[src/rtl/fifo_rd_stream.sv]
// fifo_rd_stream: turns the read side of a FIFO with a registered read port
// into a valid/ready stream through a 3-entry skid buffer.
// Optional feature: define FIFO_RD_CNT_EN to add the 16-bit rd_cnt output
// (completed transfer count, wrapping).
module fifo_rd_stream #(
   parameter int WIDTH = 8
) (
   input  logic             rclk,
   input  logic             rrstn,
   input  logic             rempty,
   input  logic [WIDTH-1:0] rdata,
   output logic             rinc,
   output logic             out_valid,
   input  logic             out_ready,
   output logic [WIDTH-1:0] out_data,
   output logic [1:0]       level
`ifdef FIFO_RD_CNT_EN
   ,
   output logic [15:0]      rd_cnt
`endif
);

   localparam int BUF_DEPTH = 3;

   logic [WIDTH-1:0] mem [BUF_DEPTH];
   logic [1:0]       wr_ptr;
   logic [1:0]       rd_ptr;
   logic [1:0]       level_q;
   logic             inflight;
   logic             xfer;

   function automatic logic [1:0] ptr_next(input logic [1:0] p);
      return (p == 2'(BUF_DEPTH - 1)) ? 2'd0 : p + 2'd1;
   endfunction

   // Pop only while a free slot exists for the word that will arrive next
   // cycle; out_ready is deliberately kept out of this path.
   always_comb begin
      rinc = rrstn && !rempty &&
             (({1'b0, level_q} + {2'b00, inflight}) < 3'(BUF_DEPTH));
      xfer = (level_q != 2'd0) && out_ready;
   end

   // Capture the registered FIFO read data the cycle after each pop.
   always_ff @(posedge rclk or negedge rrstn) begin
      if (!rrstn) begin
         for (int unsigned i = 0; i < BUF_DEPTH; i++) mem[i] <= '0;
      end else if (inflight) begin
         mem[wr_ptr] <= rdata;
      end
   end

   // Pointers, occupancy and the in-flight marker.
   always_ff @(posedge rclk or negedge rrstn) begin
      if (!rrstn) begin
         wr_ptr   <= '0;
         rd_ptr   <= '0;
         level_q  <= '0;
         inflight <= 1'b0;
      end else begin
         inflight <= rinc;
         if (inflight) wr_ptr <= ptr_next(wr_ptr);
         if (xfer)     rd_ptr <= ptr_next(rd_ptr);
         level_q <= level_q + {1'b0, inflight} - {1'b0, xfer};
      end
   end

`ifdef FIFO_RD_CNT_EN
   // Count completed downstream transfers, wrapping at 16 bits.
   always_ff @(posedge rclk or negedge rrstn) begin
      if (!rrstn)    rd_cnt <= '0;
      else if (xfer) rd_cnt <= rd_cnt + 16'd1;
   end
`endif

   // Outputs come straight from registers; no bypass from rdata.
   always_comb begin
      out_valid = (level_q != 2'd0);
      out_data  = mem[rd_ptr];
      level     = level_q;
   end

endmodule

[config.mk]
export PLATFORM = sky130hd
export DESIGN_NAME = fifo_rd_stream
export DESIGN_NICKNAME = d
export VERILOG_FILES = /design/src/rtl/fifo_rd_stream.sv
export SDC_FILE = /design/constraint.sdc
export NUM_CORES = 1
export LEC_CHECK = 0
export ABC_AREA = 1
export ABC_CLOCK_PERIOD_IN_PS = 1800
export BUFFER_PORTS_ARGS = -buffer_cell sky130_fd_sc_hd__buf_2
export CORE_MARGIN = 2
export CORE_UTILIZATION = 55
export DETAILED_ROUTE_END_ITERATION = 10
export MAX_ROUTING_LAYER = met4
export PLACE_DENSITY = 0.83
export SYNTH_ARGS = -nofsm -noshare
export SYNTH_HDL_FRONTEND = slang
export SYNTH_SLANG_ARGS = --single-unit
[constraint.sdc]
create_clock -name rclk -period 1.8 [get_ports rclk]
set_input_delay 0.45 -clock rclk [delete_from_list [all_inputs] [get_ports rclk]]
set_output_delay 0.45 -clock rclk [all_outputs]
set_load 0.1 [all_outputs]
==> impl_metrics.env, run 1 <==
export IMPL_end_kind="primary output"
export IMPL_finalSetupViolCount=9
export IMPL_gp_congestion=0.861
export IMPL_period_needed_ns=2.14
export IMPL_final_nets=234
export IMPL_hpwl_um=2680
export IMPL_skew_ns=0.0101
export IMPL_worst_path_most_repeated_cell="ha_4"
export IMPL_ys_warn_count=0
export IMPL_grt_setup_unrepaired="yes"
export IMPL_ys_seq_elements=31
export IMPL_clock_fmax_mhz=468
export IMPL_drv_cap=0
export IMPL_avgSynthCellArea_um2=8.49
export IMPL_htree_levels=2
export IMPL_layout_commonest_cell="nand2_1"
export IMPL_dieWidth_um=57.0
export IMPL_wire_per_inst_um=17.4
export IMPL_cp_slowest_cell="dfrtp_4"
export IMPL_post_route_period_util=1.19
export IMPL_hold_violations=0
export IMPL_drt_iter0_drc=106
export IMPL_fill_cells=188
export IMPL_ys_seq_area_frac=0.502
export IMPL_drive_above_1_share=0.344
export IMPL_cts_clk_slew_worst_paths_ns=0.10
export IMPL_grt_ovfl_total=0
export IMPL_startpoint_type="register"
export IMPL_failed_checks="setup timing"
export IMPL_cp_buffers_inverters=1
export IMPL_slew_violations=0
export IMPL_cts_tree="built"
export IMPL_hp_class="input pin to async pin"
export IMPL_grt_pass1_wl_um=6930
export IMPL_netlist_area_mm2=0.00155
export IMPL_status="finished with violations"
export IMPL_final_cell_mix="nand2_1 (62), dfrtp_1 (27), nand3_1 (22)"
export IMPL_vias_per_cell=6.10
export IMPL_clkLatencyLatePin_ns=0.34
export IMPL_io_pins=24
export IMPL_slowest_delay_ns=0.50
export IMPL_required_ns=1.35
export IMPL_syn_inst=182
export IMPL_cts_made_buffers=5
export IMPL_dieArea_mm2=0.00325
export IMPL_core_area_mm2=0.00271
export IMPL_first_global_vias=1508
export IMPL_crit_fanout=2
export IMPL_cts_buffer_depth=2
export IMPL_die_y_um=57.0
export IMPL_antennaDiodeCount=0
export IMPL_vias=1519
export IMPL_num_rows=19
export IMPL_path_class="register to primary output"
export IMPL_grt_max_degree=32
export IMPL_cts_sinks=31
export IMPL_routed_wl_um=4330
export IMPL_synthToLayoutAreaGrowth_pct=34.5
export IMPL_worst_slew_pin_slew_ns=0.484
export IMPL_whs_ns=0.141
export IMPL_crit_chain="ha_4, ha_4, nand2_2, nand3b_1, nor2_4, buf_12"
export IMPL_netlist_cell_type_count=20
export IMPL_drtPass1Iterations=4
export IMPL_cts_root_buf="clkbuf_4"
export IMPL_finalWorstSetupSlack_ns=-0.337
export IMPL_io_buffers=23
export IMPL_dp_slack_ns=-0.00217
export IMPL_detail_route_antenna_nets=0
export IMPL_drc=0
export IMPL_critPathArrivalTime_ns=1.69
export IMPL_track_usage=0.299
export IMPL_antenna_found_initial=0
export IMPL_relSlewSlack=0.680
export IMPL_start_util=0.570
export IMPL_cp_top_family="flip-flops"
export IMPL_syn_nets=198
-- timing repair --
item / CTS / global route
hold buffers: 0 / 0
buffers inserted: 4 / 1
endpoints found under the setup margin: 9 / 11
resized for setup: 12 / 8
cloned: 1 / 0
pin swaps: 9 / 9
-- cells in the mapped netlist, drive strengths merged --
master | number | share of area
nand2 | 69 | 0.17
nand3b | 1 | 0.0049
o21ai | 2 | 0.0065
ha | 4 | 0.032
clkbuf | 1 | 0.0089
nand3 | 37 | 0.13
clkinv | 3 | 0.0073
inv | 8 | 0.019
nor2 | 4 | 0.025
nand4 | 16 | 0.065
dfrtp | 31 | 0.50
buf | 6 | 0.028
-- final timing paths --
check                                     end                from  cells after the start  slack (ns)
min reg2reg                mem[0]$_DFFE_PN0P_  mem[0]$_DFFE_PN0P_                      2        0.48
max reg2reg                level[1]$_DFF_PN0_  level[0]$_DFF_PN0_                     11        0.08
min in group rclk          inflight$_DFF_PN0_              rempty                      2        0.30
max in group asynchronous  level[0]$_DFF_PN0_               rrstn                      2        1.33
max                                      rinc  level[0]$_DFF_PN0_                      6       -0.34
min                        mem[7]$_DFFE_PN0P_               rrstn                      2        0.14
-- registers in the layout, summed over array words and instances, names as in the netlist --
| signal | count |
|---|---|
| inflight | 1 |
| rd_ptr | 2 |
| mem | 24 |
| level | 2 |
| wr_ptr | 2 |
-- layout make-up --
cell class / instances / area, um2 / area share
Sequential cell: 31 / 783 / 0.377
Tap cell: 31 / 38.8 / 0.0187
Inverter: 11 / 48.8 / 0.0235
Multi-Input combinational cell: 134 / 800 / 0.385
Timing Repair Buffer: 35 / 363 / 0.175
Clock buffer: 7 / 45.0 / 0.0217
-- kinds of logic after synthesis --
| family | share of synthesized area |
|---|---|
| simple gates | 0.395 |
| flops | 0.502 |
| buf+inv | 0.0640 |
| fa+ha+maj | 0.0324 |
| compound gates | 0.00648 |
-- per-layer routing --
layer | vias up | global-route usage | routed length, um
met3 | 17 | 0.0522 | 281
met5 | - | - | 0
met4 | 0 | 0.169 | 165
met1 | 739 | 0.348 | 1660
met2 | 75 | 0.489 | 2220
li1 | 688 | - | -
-- worst register-to-register path, stage by stage, from the launching register on --
cell and delay (ns):
dfrtp_4 0.50, buf_4 0.15, inv_2 0.06, nand2_4 0.07, nand2_1 0.12, inv_1 0.06
ha_1 0.29, inv_1 0.07, ha_1 0.16, inv_1 0.04, nand2_1 0.06, nand2_1 0.05
-- through the flow --
stage                      util  instance area, um2  cells  setup TNS (ns)
final                     0.767                2080    249           -1.01
after global routing      0.767                2080    249           -1.43
after CTS                 0.755                2050    248          -0.846
after detailed placement  0.712                1930    236        -0.00217
after global placement    0.712                1930    236               0
after floorplan               -                1630    182          -0.792
Power of run 1 is not shown: default switching activity piles up to over one toggle a cycle in this logic, so the estimate is an artifact.
==> run 2: changes to the inputs <==
- CORE_MARGIN: 2 -> unset
- SETUP_SLACK_MARGIN: unset -> 0.4
==> run 2 against run 1 <==
The run still ends with setup timing left. Via count decreased by 3.6%. Sequential share of layout area is 2.0 points lower. Routed wire length down 3.3%. Critical endpoint unchanged. Highest routed layer unchanged.
==> impl_metrics.env, run 2 (synthesis gave the netlist of run 1 again) <==
export IMPL_status="finished with violations"
export IMPL_failed_checks="setup timing"
export IMPL_cp_slowest_cell="dfrtp_4"
export IMPL_skew_ns=0.00781
export IMPL_relSlewSlack=0.734
export IMPL_finalSetupViolCount=9
export IMPL_required_ns=1.35
export IMPL_worst_slew_pin_slew_ns=0.399
export IMPL_cts_clk_slew_worst_paths_ns=0.10
export IMPL_slew_violations=0
export IMPL_grt_pass1_wl_um=6450
export IMPL_grt_ovfl_total=0
export IMPL_cts_root_buf="clkbuf_4"
export IMPL_reg2reg_to="level[1]$_DFF_PN0_"
export IMPL_vias=1464
export IMPL_r2r_worst_path_cells=11
export IMPL_dieArea_mm2=0.00303
export IMPL_worst_path_most_repeated_cell="ha_4"
export IMPL_period_needed_ns=2.17
export IMPL_fin_cells=247
export IMPL_final_cell_mix="nand2_1 (57), nand3_1 (27), dfrtp_1 (26)"
export IMPL_detail_route_antenna_nets=0
export IMPL_largest_reg_flops=24
export IMPL_io_buffers=23
export IMPL_clkLatencyLatePin_ns=0.35
export IMPL_seq_area_um2=785
export IMPL_r2r_slack_ns=0.11
export IMPL_routed_wl_um=4180
export IMPL_end_kind="primary output"
export IMPL_startpoint_type="register"
export IMPL_hpwl_um=2790
export IMPL_cts_made_buffers=5
export IMPL_drive_above_1_share=0.364
export IMPL_grt_setup_unrepaired="yes"
export IMPL_clock_fmax_mhz=461
export IMPL_start_util=0.602
export IMPL_hold_violations=0
export IMPL_wire_per_inst_um=16.9
export IMPL_io_pins=24
export IMPL_die_y_um=55.0
export IMPL_antennaDiodeCount=0
export IMPL_dp_cells=238
export IMPL_r2r_start="level[0]$_DFF_PN0_"
export IMPL_critPathArrivalTime_ns=1.72
export IMPL_dieWidth_um=55.0
export IMPL_cts_sinks=31
export IMPL_regMostFlops="mem"
export IMPL_cts_tree="built"
export IMPL_final_nets=232
export IMPL_finalWorstSetupSlack_ns=-0.371
export IMPL_fill_cells=140
export IMPL_post_route_period_util=1.21
export IMPL_endpoint="rinc"
export IMPL_vias_per_cell=5.93
export IMPL_core_area_mm2=0.00257
export IMPL_multiInputGateArea_um2=883
export IMPL_layout_commonest_cell="nand2_1"
export IMPL_crit_path_start="level[0]$_DFF_PN0_"
export IMPL_path_class="register to primary output"
export IMPL_hp_class="input pin to async pin"
export IMPL_drtPass1Iterations=4
export IMPL_dp_slack_ns=-0.0323
export IMPL_antenna_found_initial=0
export IMPL_synthToLayoutAreaGrowth_pct=42.2
export IMPL_num_rows=18
export IMPL_first_global_vias=1410
export IMPL_crit_fanout=2
export IMPL_slowest_delay_ns=0.50
export IMPL_cts_buffer_depth=2
export IMPL_grt_max_degree=32
export IMPL_htree_levels=2
export IMPL_drc=0
export IMPL_track_usage=0.335
export IMPL_gp_congestion=0.837
export IMPL_drv_cap=0
export IMPL_crit_chain="ha_4, ha_4, nand2_2, nand3b_1, nor2_4, buf_12"
export IMPL_drt_iter0_drc=83
run 2: changes by cell type in the layout (fill, tap and decap cells not counted), sizes merged:
cell | previous run | this run
nor2 | 5 | 4
buf | 35 | 34
clkinv | 3 | 6
clkbuf | 7 | 5
run 2: final cells by class:
cell class,instances,share of cell area
Inverter,11,0.0211
Clock buffer,5,0.0171
Sequential cell,31,0.357
Clock inverter,3,0.00683
Tap cell,30,0.0171
Multi-Input combinational cell,133,0.402
Timing Repair Buffer,34,0.179
run 2: worst max-delay path, delay by kind of cell (launching register included):
| family | cells | cell delay, ns |
|---|---|---|
| AND/OR/NAND/NOR | 3 | 0.30 |
| adder cells (fa/ha/maj) | 2 | 0.38 |
| buffers and inverters | 1 | 0.18 |
| flip-flops | 1 | 0.50 |
run 2: stage by stage:
| stage | instance area (um2) | TNS [ns] | util | hold slack [ns] |
|---|---|---|---|---|
| 2_1_floorplan | 1720 | -0.792 | - | 0.154 |
| 4_1_cts | 2190 | -1.08 | 0.852 | 0.161 |
| 6_report | 2200 | -0.912 | 0.856 | 0.162 |
| 3_5_place_dp | 2030 | -0.0323 | 0.791 | 0.459 |
| 5_1_grt | 2200 | -1.29 | 0.856 | 0.179 |
| 3_3_place_gp | 2030 | 0 | 0.791 | 0.454 |
run 2: how the worst min path moves through the flow:
stage                                      to  slack [ns]  cells after the start
after floorplan            inflight$_DFF_PN0_        0.15                      0
after global placement     mem[1]$_DFFE_PN0P_        0.45                      2
after detailed placement   mem[6]$_DFFE_PN0P_        0.46                      2
after CTS                 mem[11]$_DFFE_PN0P_        0.16                      2
after global routing      mem[11]$_DFFE_PN0P_        0.18                      2
final                     mem[11]$_DFFE_PN0P_        0.16                      2
run 2: routing by layer:
layer | track usage | wire [um]
met1 | 0.346 | 1550
met2 | 0.570 | 2210
met3 | 0.115 | 345
met4 | 0.158 | 80
met5 | - | 0
run 2: what timing repair did:
item,in CTS,in global routing
pin swaps,2,2
setup endpoints to repair,22,22
resized for setup,29,3
hold buffers,0,0
buffers inserted,1,0
Power of run 2 is left out for the same reason.
==> run 3: changes to the inputs <==
- ABC_CLOCK_PERIOD_IN_PS: 1800 -> 2600
- CORE_UTILIZATION: 55 -> 45
- PLACE_DENSITY: 0.83 -> 0.71
- clock period: 1.8 -> 2.6 ns (I/O delays scaled with it)
==> run 3 against run 2 <==
The run now ends clean. Hold slack gained 0.18 ns. First-iteration DRC count shrank 4.8%. Register-to-register slack improved by 0.78 ns. Critical path type unchanged. Critical endpoint unchanged.
==> impl_metrics.env, run 3 (synthesis gave the netlist of run 1 again) <==
export IMPL_status="complete, no violations"
export IMPL_met3_usage=0.0597
export IMPL_antennaDiodeCount=0
export IMPL_final_nets=232
export IMPL_track_usage=0.250
export IMPL_drv_cap=0
export IMPL_cts_root_buf="clkbuf_4"
export IMPL_antenna_found_initial=0
export IMPL_hpwl_um=2430
export IMPL_worst_slew_pin_slew_ns=0.584
export IMPL_gp_congestion=0.898
export IMPL_detail_route_antenna_nets=0
export IMPL_dieWidth_um=60.6
export IMPL_largest_reg_flops=24
export IMPL_cts_buffer_depth=2
export IMPL_final_cell_mix="nand2_1 (67), nand3_1 (35), dfrtp_1 (27)"
export IMPL_drc=0
export IMPL_grt_max_degree=32
export IMPL_period_needed_ns=2.35
export IMPL_htree_levels=2
export IMPL_met1_usage=0.323
export IMPL_busiest_layer="met2"
export IMPL_finalSetupViolCount=0
export IMPL_die_y_um=60.6
export IMPL_relSlewSlack=0.611
export IMPL_cts_clk_slew_worst_paths_ns=0.10
export IMPL_regMostFlops="mem"
export IMPL_vias=1435
export IMPL_holdBufCountCts=0
export IMPL_grt_pass1_wl_um=6410
export IMPL_vias_per_cell=5.52
export IMPL_drtPass1Iterations=4
export IMPL_io_buffers=23
export IMPL_clkLatencyLatePin_ns=0.34
export IMPL_hp_class="input pin to async pin"
export IMPL_cts_made_buffers=5
export IMPL_num_rows=20
export IMPL_core_area_mm2=0.00315
export IMPL_grt_ovfl_total=0
export IMPL_grt_setup_unrepaired="yes"
export IMPL_gr_usage_met2=0.380
export IMPL_critPathArrivalTime_ns=1.70
export IMPL_drt_iter0_drc=79
export IMPL_start_util=0.490
export IMPL_end_kind="primary output"
export IMPL_synthToLayoutAreaGrowth_pct=22.2
export IMPL_wire_per_inst_um=14.6
export IMPL_first_global_vias=1371
export IMPL_skew_ns=0.0172
export IMPL_crit_fanout=2
export IMPL_slew_violations=0
export IMPL_cts_sinks=31
export IMPL_post_route_period_util=0.903
export IMPL_hold_violations=0
export IMPL_layout_commonest_cell="nand2_1"
export IMPL_io_pins=24
export IMPL_cts_tree="built"
export IMPL_startpoint_type="register"
export IMPL_path_class="register to primary output"
export IMPL_routed_wl_um=3790
export IMPL_dieArea_mm2=0.00367
export IMPL_required_ns=1.95
export IMPL_tns_ns=0
export IMPL_r2r_slack_ns=0.89
export IMPL_clock_fmax_mhz=426
export IMPL_fill_cells=289
export IMPL_drive_above_1_share=0.250
-- run 3: cell types whose count changed in the layout (fill, tap and decap cells not counted), moves of 2 or more --
cell      previous run  this run
buf_12              12         1
nand2_1             57        67
nand2_4             10         0
nand3_1             27        35
nand3_4              9         1
buf_2               11        15
buf_4                8        12
clkinv_2             5         1
buf_6                2         4
clkbuf_1             0         2
-- run 3: final timing paths --
kind	cells past startpoint	to	start
min in group rclk	2	mem[17]$_DFFE_PN0P_	mem[17]$_DFFE_PN0P_
max reg2reg	4	mem[2]$_DFFE_PN0P_	wr_ptr[0]$_DFFE_PN0P_
min reg2reg	2	mem[17]$_DFFE_PN0P_	mem[17]$_DFFE_PN0P_
max	6	rinc	level[0]$_DFF_PN0_
max in group asynchronous	2	mem[10]$_DFFE_PN0P_	rrstn
min	2	mem[23]$_DFFE_PN0P_	rrstn
-- run 3: per-layer routing --
layer,up-vias,share of wire
met4,0,0.022
met3,14,0.064
met2,56,0.49
met1,681,0.42
li1,684,-
met5,-,0
-- run 3: worst max-delay path, cell delays in order (launching register included) --
cell	delay [ns]
dfrtp_4	0.50
ha_4	0.17
ha_4	0.20
nand2_1	0.05
nand3b_1	0.12
nor2_4	0.14
buf_12	0.18
-- run 3: metrics by stage --
| stage | util | cells | hold slack [ns] | area (um2) | worst slack (ns) |
|---|---|---|---|---|---|
| 5_1_grt | 0.599 | 260 | 0.372 | 1890 | 0.177 |
| 6_report | 0.599 | 260 | 0.346 | 1890 | 0.252 |
| 3_3_place_gp | 0.548 | 244 | 0.455 | 1730 | 0.471 |
| 4_1_cts | 0.578 | 254 | 0.362 | 1820 | 0.247 |
| 3_5_place_dp | 0.548 | 244 | 0.459 | 1730 | 0.472 |
| 2_1_floorplan | - | 182 | 0.354 | 1590 | 0.243 |
-- run 3: area by class of cell --
cell class                 count  area (um2)  area share
multi-input combinational    134         717       0.380
clock buffer                   7        45.0      0.0239
tap                           44        55.1      0.0292
inverter                      11        42.5      0.0225
timing repair buffer          33         245       0.130
sequential                    31         783       0.415
-- run 3: repair_timing --
action                                  CTS  global route
cloned                                    1             0
buffers inserted                          2             6
endpoints found under the setup margin    9             9
resized for setup                        13             6
pin swaps                                 2             0
Power of run 3 is left out for the same reason.
